===== src/rtl/uart_echo_tester_if.sv =====
// ============================================================================
//  Module   : uart_echo_tester_if
//  Purpose  : Byte-level link between the echo tester and the 8N1 tx/rx pair.
//  Revision : 1.0 - initial release
// ============================================================================
`default_nettype none

interface uart_echo_tester_if;
   logic [7:0] tx_data;
   logic       tx_send;
   logic       tx_busy;
   logic [7:0] rx_data;
   logic       rx_ready;

   modport master (
      output tx_data,
      output tx_send,
      input  tx_busy,
      input  rx_data,
      input  rx_ready
   );

   modport slave (
      input  tx_data,
      input  tx_send,
      output tx_busy,
      output rx_data,
      output rx_ready
   );
endinterface

`default_nettype wire


===== src/rtl/uart_echo_tester.sv =====
// ============================================================================
//  Module   : uart_echo_tester
//  Purpose  : Sends an incrementing byte sequence, checks each echo, and counts
//             mismatches plus timeouts.
//  Revision : 1.0 - initial release
// ============================================================================
`default_nettype none

module uart_echo_tester #(
   parameter int         TIMEOUT_CYCLES = 60000,
   parameter logic [7:0] SEED           = 8'h00
) (
   input  logic               hwclk,
   input  logic               rst_n,
   input  logic               start,
   input  logic [15:0]        num_bytes,
   uart_echo_tester_if.master uart,
   output logic               running,
   output logic               done,
   output logic               pass,
   output logic [15:0]        err_count,
   output logic [15:0]        sent_count,
   output logic               led
);

   localparam logic [2:0] c_st_idle   = 3'd0;
   localparam logic [2:0] c_st_send   = 3'd1;
   localparam logic [2:0] c_st_wait   = 3'd2;
   localparam logic [2:0] c_st_check  = 3'd3;
   localparam logic [2:0] c_st_finish = 3'd4;

   localparam int            c_cw      = $clog2(TIMEOUT_CYCLES) + 1;
   localparam logic [c_cw-1:0] c_to_last = c_cw'(TIMEOUT_CYCLES - 1);

   logic [2:0]      r_state;
   logic [2:0]      w_next;
   logic [15:0]     r_count_lat;
   logic [c_cw-1:0] r_to_cnt;
   logic [c_cw-1:0] w_to_inc;
   logic            w_to_hit;
   logic [1:0]      r_sync;
   logic            r_sync_q;
   logic            r_rx_edge;
   logic [7:0]      r_rx_byte;
   logic            r_timed_out;
   logic [7:0]      r_tx_data;
   logic            w_tx_send;
   logic [15:0]     w_err_inc;

   // Counter is cleared on send, so the incremented value reaching the terminal
   // count places CHECK exactly TIMEOUT_CYCLES after the send cycle.
   assign w_to_inc  = r_to_cnt + 1'b1;
   assign w_to_hit  = (w_to_inc == c_to_last);
   assign w_err_inc = (err_count == 16'hFFFF) ? err_count : err_count + 16'd1;

   assign uart.tx_data = r_tx_data;
   assign uart.tx_send = w_tx_send;

   always_ff @(posedge hwclk or negedge rst_n) begin
      if (!rst_n) begin
         r_state <= c_st_idle;
      end else begin
         r_state <= w_next;
      end
   end

   always_comb begin
      w_next = r_state;
      case (r_state)
         c_st_idle: begin
            if (start) begin
               w_next = (num_bytes == 16'd0) ? c_st_finish : c_st_send;
            end
         end
         c_st_send: begin
            if (!uart.tx_busy) begin
               w_next = c_st_wait;
            end
         end
         c_st_wait: begin
            if (r_rx_edge || w_to_hit) begin
               w_next = c_st_check;
            end
         end
         c_st_check: begin
            w_next = (sent_count == r_count_lat) ? c_st_finish : c_st_send;
         end
         c_st_finish: w_next = c_st_idle;
         default:     w_next = c_st_idle;
      endcase
   end

   always_comb begin
      w_tx_send = (r_state == c_st_send) && !uart.tx_busy;
   end

   always_ff @(posedge hwclk or negedge rst_n) begin
      if (!rst_n) begin
         r_sync      <= 2'b00;
         r_sync_q    <= 1'b0;
         r_rx_edge   <= 1'b0;
         r_rx_byte   <= 8'h00;
         r_timed_out <= 1'b0;
         r_to_cnt    <= '0;
         r_count_lat <= 16'd0;
         r_tx_data   <= SEED;
         running     <= 1'b0;
         done        <= 1'b0;
         pass        <= 1'b0;
         err_count   <= 16'd0;
         sent_count  <= 16'd0;
         led         <= 1'b0;
      end else begin
         r_sync    <= {r_sync[0], uart.rx_ready};
         r_sync_q  <= r_sync[1];
         r_rx_edge <= r_sync[1] & ~r_sync_q;
         done      <= (r_state == c_st_finish);
         case (r_state)
            c_st_idle: begin
               if (start) begin
                  r_count_lat <= num_bytes;
                  err_count   <= 16'd0;
                  sent_count  <= 16'd0;
                  pass        <= 1'b0;
                  r_tx_data   <= SEED;
                  running     <= 1'b1;
               end
            end
            c_st_send: begin
               if (w_tx_send) begin
                  sent_count <= sent_count + 16'd1;
                  r_to_cnt   <= '0;
               end
            end
            c_st_wait: begin
               // An echo edge on the terminal-count cycle takes priority.
               if (r_rx_edge) begin
                  r_rx_byte   <= uart.rx_data;
                  r_timed_out <= 1'b0;
               end else begin
                  r_to_cnt <= w_to_inc;
                  if (w_to_hit) begin
                     r_timed_out <= 1'b1;
                     err_count   <= w_err_inc;
                  end
               end
            end
            c_st_check: begin
               if (!r_timed_out) begin
                  if (r_rx_byte != r_tx_data) begin
                     err_count <= w_err_inc;
                  end else begin
                     led <= ~led;
                  end
               end
               if (sent_count != r_count_lat) begin
                  r_tx_data <= r_tx_data + 8'd1;
               end
            end
            c_st_finish: begin
               pass    <= (err_count == 16'd0);
               running <= 1'b0;
            end
            default: ;
         endcase
      end
   end

endmodule

`default_nettype wire


===== src/flat_wrapper.sv =====
// flat-port wrapper written by rule: the top's interface ports become plain ports
module uart_echo_tester_flat 
#(
   parameter int         TIMEOUT_CYCLES = 60000,
   parameter logic [7:0] SEED           = 8'h00
)
  (hwclk, rst_n, start, num_bytes, running, done, pass, err_count, sent_count, led, uart_tx_data, uart_tx_send, uart_tx_busy, uart_rx_data, uart_rx_ready);
  uart_echo_tester_if uart_i ();
  input  logic hwclk;
  input  logic rst_n;
  input  logic start;
  input  logic [15:0] num_bytes;
  output logic running;
  output logic done;
  output logic pass;
  output logic [15:0] err_count;
  output logic [15:0] sent_count;
  output logic led;
  output wire logic [$bits(uart_i.tx_data)-1:0] uart_tx_data;
  output wire logic [$bits(uart_i.tx_send)-1:0] uart_tx_send;
  input wire logic [$bits(uart_i.tx_busy)-1:0] uart_tx_busy;
  input wire logic [$bits(uart_i.rx_data)-1:0] uart_rx_data;
  input wire logic [$bits(uart_i.rx_ready)-1:0] uart_rx_ready;
  assign uart_tx_data = uart_i.tx_data;
  assign uart_tx_send = uart_i.tx_send;
  assign uart_i.tx_busy = uart_tx_busy;
  assign uart_i.rx_data = uart_rx_data;
  assign uart_i.rx_ready = uart_rx_ready;
  uart_echo_tester #(.TIMEOUT_CYCLES(TIMEOUT_CYCLES), .SEED(SEED)) u_core (.hwclk(hwclk), .rst_n(rst_n), .start(start), .num_bytes(num_bytes), .uart(uart_i), .running(running), .done(done), .pass(pass), .err_count(err_count), .sent_count(sent_count), .led(led));
endmodule

===== config.mk =====
export PLATFORM = sky130hd
export DESIGN_NAME = uart_echo_tester_flat
export DESIGN_NICKNAME = d
export VERILOG_FILES = /design/src/rtl/uart_echo_tester_if.sv /design/src/rtl/uart_echo_tester.sv /design/src/flat_wrapper.sv
export SDC_FILE = /design/constraint.sdc
export NUM_CORES = 1
export LEC_CHECK = 0
export CAP_MARGIN = 5
export CORE_ASPECT_RATIO = 0.75
export CORE_MARGIN = 2
export CORE_UTILIZATION = 40
export DETAILED_ROUTE_END_ITERATION = 10
export PLACE_DENSITY_LB_ADDON = 0.08
export SETUP_SLACK_MARGIN = 0.05
export SYNTH_ARGS = -nofsm -noshare
export SYNTH_HDL_FRONTEND = slang
export SYNTH_SLANG_ARGS = --single-unit

===== constraint.sdc =====
create_clock -name hwclk -period 7.45 [get_ports hwclk]
set_input_delay 0.745 -clock hwclk [delete_from_list [all_inputs] [get_ports hwclk]]
set_output_delay 0.745 -clock hwclk [all_outputs]
set_load 0.005 [all_outputs]

Yosys cells after proc, flatten, opt, wreduce, memory -nomap -nowiden --
Cells that the tools add are included. Widths: inputs -> output; s select.
Operators by class: $add $sub $neg 4, eq/ne operators 18, mux-type cells 27, bitwise gates (word level) 5, reductions and logical operators 22
Operators by type and width (count):
- $mux 16 | 7
- $pmux 16 s3 | 1
- $mux 17 | 2
- $pmux 17 s2 | 1
- $add 16x1->16 const B | 2
- $logic_not 16->1 | 2
- $pmux 16 s2 | 1
- $add 17x1->17 const B | 1
- $eq 17x16->1 const B | 1
- $eq 16x16->1 | 1
- $eq 16x16->1 const B | 1
- $mux 8 | 2
- $ne 16x16->1 | 1
- $pmux 8 s2 | 1
- $mux 3 | 5
- $reduce_and 3->1 | 5
- $pmux 3 s4 | 1
- $ne 2x2->1 const B | 5
- $reduce_bool 2->1 | 5
- $add 8x1->8 const B | 1
- $ne 2x1->1 const B | 4
- $ne 8x8->1 | 1
- $reduce_and 2->1 | 4
- $eq 3x2->1 const B | 2
- other kinds (12) | 19
Word-level totals: bits in registers 93, input port bits 29, output and inout bits 45, word-level logic and storage cells 91

Longest topological paths before layout --
Gate-level depths: netlist of run 1.
depth in word-level cells 5, mapped depth 10, gate-level depth less buffers 8

Least setup slack after synthesis of run 1 --
No wires, ideal clock.
path kind flip-flop to flip-flop, start point register u_core.r_to_cnt[1], end point register u_core.r_state[0], setup time 0.101 ns, arrival time 2.306 ns, data required time 7.349 ns, slack 5.043 ns, cell stages (with the launch flop) 9, path buffers 0, clock period less this slack 2.407 ns, cell sequence dfrtp_1 -> ha_1 -> nand3_2 -> nor3_4 -> mux2i_1 -> nand2_1 -> or3_4 -> a211o_1 -> o32ai_1
Between the ends: longest elaborated chain between the ends 5
RTL lines:
- start, declared | RTL line uart_echo_tester.sv:38 | logic [c_cw-1:0] r_to_cnt;
- start signal, assigned | RTL line uart_echo_tester.sv:141 | r_to_cnt <= w_to_inc;
- $add 17x1->17 | RTL line uart_echo_tester.sv:52 | assign w_to_inc = r_to_cnt + 1'b1;
- $eq 17x16->1 | RTL line uart_echo_tester.sv:53 | assign w_to_hit = (w_to_inc == c_to_last);
- $logic_or 1x1->1 | RTL line uart_echo_tester.sv:81 | if (r_rx_edge || w_to_hit) begin
- $ne 2x1->1 (no line)
- $reduce_and 3->1 (no line)
- end signal, assigned | RTL line uart_echo_tester.sv:61 | r_state <= c_st_idle;
- end signal, assigned | RTL line uart_echo_tester.sv:63 | r_state <= w_next;
- end, declared | RTL line uart_echo_tester.sv:35 | logic [2:0] r_state;
Every way passes these cells. A chain may end at the register's enable or synchronous reset.

Worst setup path in the final report of run 1 --
start point register u_core.r_state[0], end point output port uart_tx_send
Between the ends: longest elaborated chain between the ends 2
RTL lines:
- $eq 3x1->1 | RTL line uart_echo_tester.sv:94 | w_tx_send = (r_state == c_st_send) && !uart.tx_busy;
- $logic_and 1x1->1 | RTL line uart_echo_tester.sv:94
- end, declared | RTL line flat_wrapper.sv:20 | output wire logic [$bits(uart_i.tx_send)-1:0] uart_tx_send;
Every way passes these cells.

==> results of run 1 <==
-- power by group --
part	switching [W]	total [W]	internal [W]
clock network	0.000197	0.000458	0.000261
registers	0.000131	0.000741	0.000609
logic	0.000298	0.000530	0.000232
total	0.000626	0.00173	0.00110
-- path summary, 6_finish.rpt --
check                      depth (start not counted)  slack [ps]                          start                          endpoint
setup / recovery                                   5        4330  u_core.r_state[0]$_DFFE_PN0P_                      uart_tx_send
hold / removal                                     1         230                          rst_n  u_core.sent_count[4]$_DFFE_PN0P_
setup reg to reg                                   7        4360  u_core.r_state[1]$_DFFE_PN0P_   u_core.err_count[1]$_DFFE_PN0P_
hold reg to reg                                    0         370     u_core.r_sync[0]$_DFF_PN0_        u_core.r_sync[1]$_DFF_PN0_
max in group asynchronous                          2        5950                          rst_n   u_core.err_count[5]$_DFFE_PN0P_
min in group hwclk                                 0         370     u_core.r_sync[0]$_DFF_PN0_        u_core.r_sync[1]$_DFF_PN0_
-- metrics by stage --
stage	power, W	cell area [um^2]	std cells	hold WS, ps	utilization
after global placement	0.00127	5820	762	332	0.478
after global routing	0.00185	6120	777	220	0.503
after floorplan	0.00108	4960	543	331	-
final	0.00173	6120	777	226	0.503
after detailed placement	0.00128	5820	762	353	0.478
after CTS	0.00175	6120	777	218	0.503
-- state kept, by name, indices dropped and copies added (netlist names) --
signal,count
u_core.r_to_cnt,17
u_core.err_count,16
u_core.r_count_lat,16
u_core.sent_count,16
u_core.r_rx_byte,8
u_core.uart.tx_data,8
u_core.r_state,3
u_core.r_sync,2
u_core.done,1
u_core.led,1
u_core.pass,1
u_core.r_rx_edge,1
u_core.r_sync_q,1
u_core.r_timed_out,1
u_core.running,1
-- cell type report --
type	count	share of cell area
well taps	166	0.0339
inverters	12	0.00736
flip-flops and latches	93	0.380
repair buffers	77	0.124
clock buffers	9	0.0368
clock inverters	6	0.0114
multi-input cells	414	0.406
-- logic make-up after synthesis --
group	count (synthesis)
and+or+nand+nor	257
DFF	93
adders and majority gates	6
xor gates and xnor gates	40
AOI/OAI and AO/OA	93
buffers and inverters	36
muxes	18
-- cell usage after synthesis, types with 3 or more instances --
master,number,area share
and3_1,10,0.013
a21oi_1,8,0.0081
nor4_1,11,0.014
nor2b_1,4,0.0050
nor3_1,6,0.0061
nand3_1,28,0.028
xnor2_1,20,0.035
nand4_1,24,0.030
nor2_1,46,0.035
buf_1,3,0.0023
o21ai_0,48,0.048
buf_2,4,0.0040
nor3b_1,5,0.0076
ha_1,6,0.015
clkbuf_1,16,0.012
and4_1,6,0.011
nand2_1,99,0.075
o211ai_1,3,0.0045
mux2i_1,10,0.020
mux2_2,8,0.018
a31oi_1,9,0.011
inv_1,12,0.0091
xor2_1,20,0.035
dfrtp_1,93,0.47
-- layer usage --
metal / share of wire / wire length [um] / track usage / vias to the layer above
li1: - / - / - / 2055
met1: 0.50 / 6240 / 0.290 / 2044
met2: 0.44 / 5520 / 0.295 / 99
met3: 0.052 / 651 / 0.0449 / 4
met4: 0.0039 / 48 / 0.0422 / 0
met5: 0 / 0 / 0 / -
==> results by group, run 1 <==
Synth
  – Mapped Avg Cell Area: between 9 and 10 um^2
  – Ys flop type: dfrtp_1
  – Mapped Area: roughly 5000 um^2
  – Largest family of logic cells by synthesized area: simple AND/OR/NAND/NOR gates
  – Synth Area in Compound Gates: 0.116
  – Seq/Total Area, Yosys: 0.469
  – Post-Synth Simple-Gate Area: 0.262
  – EDFF count, synth: 0
  – Flops & latches, synth: 93
  – Post-synthesis adder-cell area fraction: 0.0151
  – Yosys cell types: 57
  – Synth Net Count: approximately 580
  – Asr flop ratio synth: 1.00
  – Mux cell area share after synthesis: 0.0383
  – Synth warn: 0
  – Post-Synth XOR/XNOR Area: 0.0706
  – Mapped Cells: 543

Die
  – Die Footprint: ~13000 um^2
  – Row Count: 35
  – # IOs: 74
  – Die width: approximately 130 um
  – Starting Density: 0.408
  – Die Span Y: between 100 and 150 um
  – Core Area: around 12000 um^2

Global routing
  – Total track usage: 0.196
  – Vias in the first global route: approximately 4000
  – Grt total ovfl: 0
  – First-pass GRT wire length: 20.8 mm
  – Pin count of the biggest net entering global routing: 84
  – Initial antenna violation count: 0

Placed design
  – Port bufs: 73
  – Setup WS pre-CTS: ~4400 ps
  – DPL Wire Length: 8.84 mm
  – Placer Congestion: slightly above 0.8

Critical path
  – Top Family by Delay on Critical Path: buffers and inverters
  – Bufs and invs on worst path: 3
  – WS Path Type: reg2out
  – Most frequent CP cell: inv_1
  – Crit path DAT: 2380 ps
  – Type of origin of the critical path: register
  – Crit-path cells: inv_1, nor2_1, nand2_1, inv_1, clkdlybuf4s50_1
  – Crit-path max cell delay: about 690 ps
  – Worst path required time: around 6700 ps
  – Endpoint type of the worst setup path: primary output
  – Crit-path slowest cell: dfrtp_1
  – CP Max Fanout: 16

Clocking
  – Clk slew on worst S/H paths: ~60 ps
  – Post-CTS setup buffer count: 0
  – CTS Sinks: 93
  – Post-CTS Resized: 0
  – CTS H-tree lvls: 3
  – Clock buffer depth: 2
  – Hold-fix buffers, CTS: 0
  – Root buf cell: clkbuf_16
  – Worst skew pair latency: between 300 and 400 ps
  – CTS tree: done
  – Total CTS buffers: 9

STA
  – Max frequency: between 300 and 400 MHz
  – Hold Vio Cnt, Final: 0
  – TNS Setup: 0 ps
  – Period utilization: 0.419
  – Max-slew headroom: 0.290
  – Worst slew pin tran: ~1100 ps
  – Fin. max-slew vios: 0
  – Post-layout min period: roughly 3100 ps
  – RSZ-0062 raised after global routing: no
  – Final setup fails: 0
  – Final Skew: 5.46 ps
  – Final worst slack: 4330 ps

Final layout
  – Reg area: about 2300 um^2
  – Commonest non-fill, non-tap cells in the layout: nand2_1, dfrtp_1, clkdlybuf4s50_1, o21ai_0, nor2_1
  – # diodes: 0
  – Commonest non-fill, non-tap cell in the layout: nand2_1
  – # nets final: between 600 and 700
  – Layout area overhead: 23.4%
  – Multi-input logic area: 2490 um^2
  – Share of cells above drive strength 1: 0.0638
  – Fillers: approximately 1200

Worst hold path
  – Min-delay worst type: in2async

Detailed routing
  – Initial DRC count: around 290
  – Vias: around 4200
  – Drt total wl: between 10 and 15 mm
  – DR vias/cell: between 5 and 6
  – Drt wl/cell: ~16 um
  – DRT Pass-1 Iters: 4
  – DRC errors left: 0
  – Routed Antenna Nets: 0

Outcome
  – Status: finished clean

Power
  – P_leak: approximately 2.6 nW
  – Peak supply drop: between 0.1 and 0.15 mV
  – Pwr dens: 282 nW/um^2

Run
  – Max Cap Viol: 0
No activity file was read; power rests on OpenSTA's default activity.
==> run 2: changes to the inputs <==
==> constraint.sdc (replaced) <==
create_clock -name hwclk -period 3 [get_ports hwclk]
set_input_delay 0.3 -clock hwclk [delete_from_list [all_inputs] [get_ports hwclk]]
set_output_delay 0.3 -clock hwclk [all_outputs]
set_load 0.005 [all_outputs]
==> run 2 against run 1 <==
Compared with the run above:
- count of clock-buffer cells in the layout increased by 1
- register-to-register slack got worse by 4100 ps
- non-clock buffer count increased by 10
- sequential share of layout area decreased by 0.57 points
- clock skew increased by 2.0 ps
- first-iteration DRC count decreased by 14%
- routed wire length decreased by 0.70%
- critical path depth increased by 3
- core utilization increased by 0.77 points
- largest cell class unchanged
==> results by group, run 2 (same netlist as run 1, synthesis figures left out) <==
Critical path
  – WS Path Type: reg2reg
  – Crit-path max cell delay: 500 ps
  – R2r setup slk: 300 ps
  – CP Max Fanout: 11
  – Endpoint type of the worst setup path: register
  – Crit-path slowest cell: dfrtp_1
  – Crit path DAT: around 2900 ps
  – Top Family by Delay on Critical Path: simple AND/OR/NAND/NOR gates
  – Crit-path cells: ha_1, nand3_2, nor4_2, xnor2_1, and3_4, a21o_1, nand4_1, mux2i_1
  – Type of origin of the critical path: register
  – Bufs and invs on worst path: 0
  – Worst path required time: 3220 ps

STA
  – TNS Setup: 0 ps
  – Max frequency: approximately 370 MHz
  – Max-slew headroom: 0.575
  – Worst slew pin tran: 637 ps
  – Post-layout min period: 2700 ps
  – Fin. max-slew vios: 0
  – Final Skew: between 7 and 8 ps
  – Final setup fails: 0
  – Period utilization: 0.900
  – RSZ-0062 raised after global routing: no
  – Hold_ws: roughly 350 ps
  – Hold Vio Cnt, Final: 0

Clocking
  – Clk slew on worst S/H paths: about 60 ps
  – Total CTS buffers: 9
  – CTS H-tree lvls: 3
  – CTS tree: done
  – CTS Sinks: slightly above 90
  – Post-CTS Resized: 0
  – Clock buffer depth: 2
  – Worst skew pair latency: 340 ps
  – Root buf cell: clkbuf_16

Global routing
  – Vias in the first global route: between 3000 and 4000
  – Initial antenna violation count: 0
  – Pin count of the biggest net entering global routing: 48
  – First-pass GRT wire length: 20.4 mm
  – Total track usage: 0.192
  – Grt total ovfl: 0

Die
  – Core Area: around 12000 um^2
  – # IOs: 74
  – Die Span Y: 100 um
  – Die width: around 130 um
  – Row Count: 35
  – Starting Density: 0.408
  – Die Footprint: 13300 um^2

Detailed routing
  – Drt wl/cell: about 16 um
  – Initial DRC count: 250
  – DRT Pass-1 Iters: 4
  – DRC errors left: 0
  – DR vias/cell: between 5 and 6
  – Drt total wl: about 12 mm
  – Routed Antenna Nets: 0
  – Vias: 4200

Power
  – Seq pwr share: 0.421
  – Peak supply drop: ~0.36 mV
  – Internal power: around 0.0028 W
  – Final Total Pwr: 0.00433 W
  – P_leak: ~2.7 nW
  – Sw Pwr: around 0.0015 W
  – Pwr dens: around 700 nW/um^2
  – Combinational fraction of design power: 0.314
  – Clock power frac: 0.265
  – Sw frac: 0.357

Placed design
  – DPL Wire Length: just under 9 mm
  – Port bufs: 73
  – Placer Congestion: ~0.84

Final layout
  – # nets final: 652
  – Commonest non-fill, non-tap cells in the layout: nand2_1, dfrtp_1, clkdlybuf4s50_1, o21ai_0, nor2_1
  – Commonest non-fill, non-tap cell in the layout: nand2_1
  – Layout area overhead: 25.2%
  – Max FFs per register: 17
  – Share of cells above drive strength 1: 0.0773
  – # diodes: 0
  – Most flop-heavy register: u_core.r_to_cnt

Outcome
  – Status: finished clean

Run
  – Max Cap Viol: 0

Worst hold path
  – Min-delay worst type: reg2reg
## run 2: repair_timing
action                                 4_1_cts  5_1_grt
buffers inserted                             0        3
setup endpoints to repair                    0        8
endpoints found under the hold margin        8        0
hold buffers                                 1        0
## run 2: power groups by stage
stage               clock network (W)  registers, W  logic [W]
floorplan                           0       0.00174   0.000948
global placement                    0       0.00184    0.00136
detailed placement                  0       0.00185    0.00137
CTS                           0.00118       0.00182    0.00138
global route                  0.00123       0.00186    0.00153
finish                        0.00115       0.00182    0.00136
## run 2: final cells by class
cell class	instances	area (um^2)
inverters	12	45.0
repair buffers	87	848
flip-flops and latches	93	2330
multi-input cells	414	2490
fillers	1174	5960
clock inverters	5	60.1
well taps	166	208
clock buffers	10	239
## run 2: path summary, 6_finish.rpt
kind                                                      end                      startpoint  cells past startpoint
max                           u_core.err_count[8]$_DFFE_PN0P_  u_core.r_to_cnt[1]$_DFFE_PN0P_                      8
min                                u_core.r_sync[1]$_DFF_PN0_      u_core.r_sync[0]$_DFF_PN0_                      0
max reg2reg                   u_core.err_count[8]$_DFFE_PN0P_  u_core.r_to_cnt[1]$_DFFE_PN0P_                      8
min reg2reg                        u_core.r_sync[1]$_DFF_PN0_      u_core.r_sync[0]$_DFF_PN0_                      0
max in group asynchronous     u_core.err_count[5]$_DFFE_PN0P_                           rst_n                      3
min in group asynchronous  u_core.r_count_lat[10]$_DFFE_PN0P_                           rst_n                      2
## run 2: worst register-to-register path, cell delays in order, from the launching register on
cell and delay, ps:
dfrtp_1 500, ha_1 330, nand3_2 240, nor4_2 360, xnor2_1 190, and3_4 260
a21o_1 370, nand4_1 180, mux2i_1 150
## run 2: metal layers
| layer | share of wire | vias to the layer above | GRT usage |
|---|---|---|---|
| met2 | 0.44 | 113 | 0.281 |
| met3 | 0.051 | 9 | 0.0475 |
| met1 | 0.50 | 1997 | 0.284 |
| li1 | - | 2081 | - |
| met5 | 0 | - | 0 |
| met4 | 0.0090 | 0 | 0.0480 |
## run 2: stage by stage
stage           util  cell area [um^2]  setup slack (ps)  std cells
2_1_floorplan      -              4960               593        543
6_report       0.510              6210               299        787
3_5_place_dp   0.483              5880               213        768
3_3_place_gp   0.483              5880               313        768
5_1_grt        0.510              6210              70.0        787
4_1_cts        0.509              6190               197        784
==> run 3: changes to the inputs <==
==> constraint.sdc (replaced) <==
create_clock -name hwclk -period 2.64 [get_ports hwclk]
set_input_delay 0.264 -clock hwclk [delete_from_list [all_inputs] [get_ports hwclk]]
set_output_delay 0.264 -clock hwclk [all_outputs]
set_load 0.005 [all_outputs]
==> run 3 against run 2 <==
Compared with the run above:
- cell area up 0.70%
- critical path type unchanged
- worst hold slack worse by 5.0 ps
- global-route usage up 0.88 points
- maximum frequency up 12%
- combinational power up 21%
- power up 15%
- final cell count up 0.64%
- first-iteration DRC count up 13%
- core utilization up 0.36 points
- clock power up 13%
- register-to-register slack worse by 80 ps
==> results by group, run 3 (same netlist as run 1, synthesis figures left out) <==
Final layout
  – Max FFs per register: 17
  – Fillers: 1140
  – # nets final: 656
  – Commonest non-fill, non-tap cell in the layout: nand2_1
  – # diodes: 0
  – Final non-filler cell area: 6260 um^2
  – Commonest non-fill, non-tap cells in the layout: nand2_1, dfrtp_1, clkdlybuf4s50_1, o21ai_0, nor2_1
  – Core Util, Final: 0.514
  – Reg area: about 2300 um^2
  – Share of cells above drive strength 1: 0.0847
  – Multi-input logic area: between 2000 and 3000 um^2
  – Most flop-heavy register: u_core.r_to_cnt
  – Layout area overhead: 26.1%

Clocking
  – Post-CTS setup buffer count: 0
  – CTS Sinks: slightly above 90
  – Clock buffer depth: 2
  – Clk slew on worst S/H paths: about 70 ps
  – CTS tree: done
  – CTS H-tree lvls: 3
  – Root buf cell: clkbuf_16
  – Total CTS buffers: 9
  – Worst skew pair latency: between 300 and 400 ps

STA
  – Hold_ws: about 350 ps
  – Fin. max-slew vios: 0
  – Max frequency: 413 MHz
  – Max-slew headroom: 0.576
  – Final setup fails: 0
  – Final Skew: 4.58 ps
  – Hold Vio Cnt, Final: 0
  – TNS Setup: 0 ps
  – Worst slew pin tran: about 640 ps
  – Period utilization: 0.917
  – RSZ-0062 raised after global routing: no
  – Post-layout min period: 2420 ps

Power
  – Combinational fraction of design power: 0.329
  – Sw frac: 0.361
  – Seq pwr share: 0.410
  – Internal power: around 0.0032 W
  – Clock power frac: 0.261
  – Peak supply drop: between 0.3 and 0.4 mV
  – Pwr dens: 796 nW/um^2
  – Sw Pwr: around 0.0018 W
  – P_leak: between 2 and 3 nW

Detailed routing
  – Drt total wl: 12.5 mm
  – Drt wl/cell: about 16 um
  – DR vias/cell: approximately 5.4
  – Routed Antenna Nets: 0
  – Initial DRC count: ~280
  – DRT Pass-1 Iters: 5
  – DRC errors left: 0
  – Vias: ~4200

Die
  – Starting Density: 0.408
  – Die Span Y: approximately 100 um
  – Row Count: 35
  – Die width: 133 um
  – Die Footprint: around 13000 um^2
  – # IOs: 74
  – Core Area: roughly 12000 um^2

Critical path
  – Worst R2R Start: u_core.r_to_cnt[2]$_DFFE_PN0P_
  – Endpoint type of the worst setup path: register
  – Type of origin of the critical path: register
  – Crit path DAT: 2690 ps
  – Crit-path cells: nand4_2, nor4_1, a211o_1, and3_4, a21oi_4, nor3b_1, mux2i_1
  – R2r setup slk: approximately 220 ps
  – R2R depth: 7
  – Worst path required time: between 2000 and 3000 ps
  – Crit-path slowest cell: dfrtp_1
  – WS Path Type: reg2reg
  – Crit-path max cell delay: between 500 and 600 ps
  – CP Max Fanout: 9
  – Worst r2r dst: u_core.err_count[12]$_DFFE_PN0P_

Global routing
  – Pin count of the biggest net entering global routing: 47
  – Grt total ovfl: 0
  – Total track usage: 0.201
  – Initial antenna violation count: 0
  – First-pass GRT wire length: 21.1 mm
  – Vias in the first global route: between 4000 and 5000

Run
  – Max Cap Viol: 0

Outcome
  – Status: finished clean

Worst hold path
  – Hold Path End: u_core.r_sync[1]$_DFF_PN0_
  – HP Start: u_core.r_sync[0]$_DFF_PN0_
  – Hold Path Cell Cnt: 0
  – Min-delay worst type: reg2reg

Placed design
  – Port bufs: 73
  – Placer Congestion: around 0.89
  – DPL Wire Length: 8.87 mm
  – Cell Area, Placed: between 5000 and 6000 um^2
[run 3: what timing repair did]
action	4_1_cts	5_1_grt
endpoints found under the setup margin	0	12
hold buffers	1	0
gates resized for setup	0	5
hold endpoints to repair	43	0
[run 3: layer usage]
metal	wire length [um]	global-route usage	part of all wire	vias up
met2	5290	0.291	0.42	113
met4	153	0.0579	0.012	0
met3	620	0.0429	0.050	10
met5	0	0	0	-
li1	-	-	-	2079
met1	6430	0.302	0.51	2040
[run 3: final cells by class]
| type | instances | share of cell area |
|---|---|---|
| tap | 166 | 0.0332 |
| clock inverter | 5 | 0.00960 |
| clock buffer | 11 | 0.0372 |
| sequential | 93 | 0.372 |
| timing repair buffer | 91 | 0.140 |
| inverter | 12 | 0.00720 |
| multi-input combinational | 414 | 0.401 |
[run 3: worst max-delay path by stage]
| stage | startpoint | depth (start not counted) | slack, ps | endpoint |
|---|---|---|---|---|
| 3_3_place_gp | u_core.r_to_cnt[0]$_DFFE_PN0P_ | 8 | 190 | u_core.err_count[1]$_DFFE_PN0P_ |
| 4_1_cts | u_core.r_to_cnt[1]$_DFFE_PN0P_ | 8 | 110 | u_core.err_count[1]$_DFFE_PN0P_ |
| 2_1_floorplan | u_core.r_to_cnt[1]$_DFFE_PN0P_ | 8 | 230 | u_core.r_state[0]$_DFFE_PN0P_ |
| 3_5_place_dp | u_core.r_to_cnt[1]$_DFFE_PN0P_ | 8 | 150 | u_core.err_count[1]$_DFFE_PN0P_ |
| 5_1_grt | u_core.r_to_cnt[2]$_DFFE_PN0P_ | 7 | 90 | u_core.err_count[12]$_DFFE_PN0P_ |
| 6_report | u_core.r_to_cnt[2]$_DFFE_PN0P_ | 7 | 220 | u_core.err_count[12]$_DFFE_PN0P_ |
[run 3: per-stage QoR]
stage	std cells	setup slack (ps)	total power, W
3_5_place_dp	775	146	0.00369
2_1_floorplan	543	233	0.00305
4_1_cts	792	108	0.00500
6_report	792	220	0.00498
3_3_place_gp	775	190	0.00367
5_1_grt	792	85.8	0.00535
[run 3: worst max-delay path, delay by kind of cell, from the launching register on]
kind / cells / cell delay [ps]
and+or+nand+nor: 4 / 1300
AOI/OAI and AO/OA: 2 / 280
DFF: 1 / 530
muxes: 1 / 230
[run 3: power by group through the flow]
stage                     logic [W]  clock network, W  registers (W)
after floorplan             0.00108                 0        0.00198
after global routing        0.00186           0.00139        0.00210
after detailed placement    0.00162                 0        0.00207
after CTS                   0.00163           0.00133        0.00204
after global placement      0.00161                 0        0.00206
final                       0.00164           0.00130        0.00204
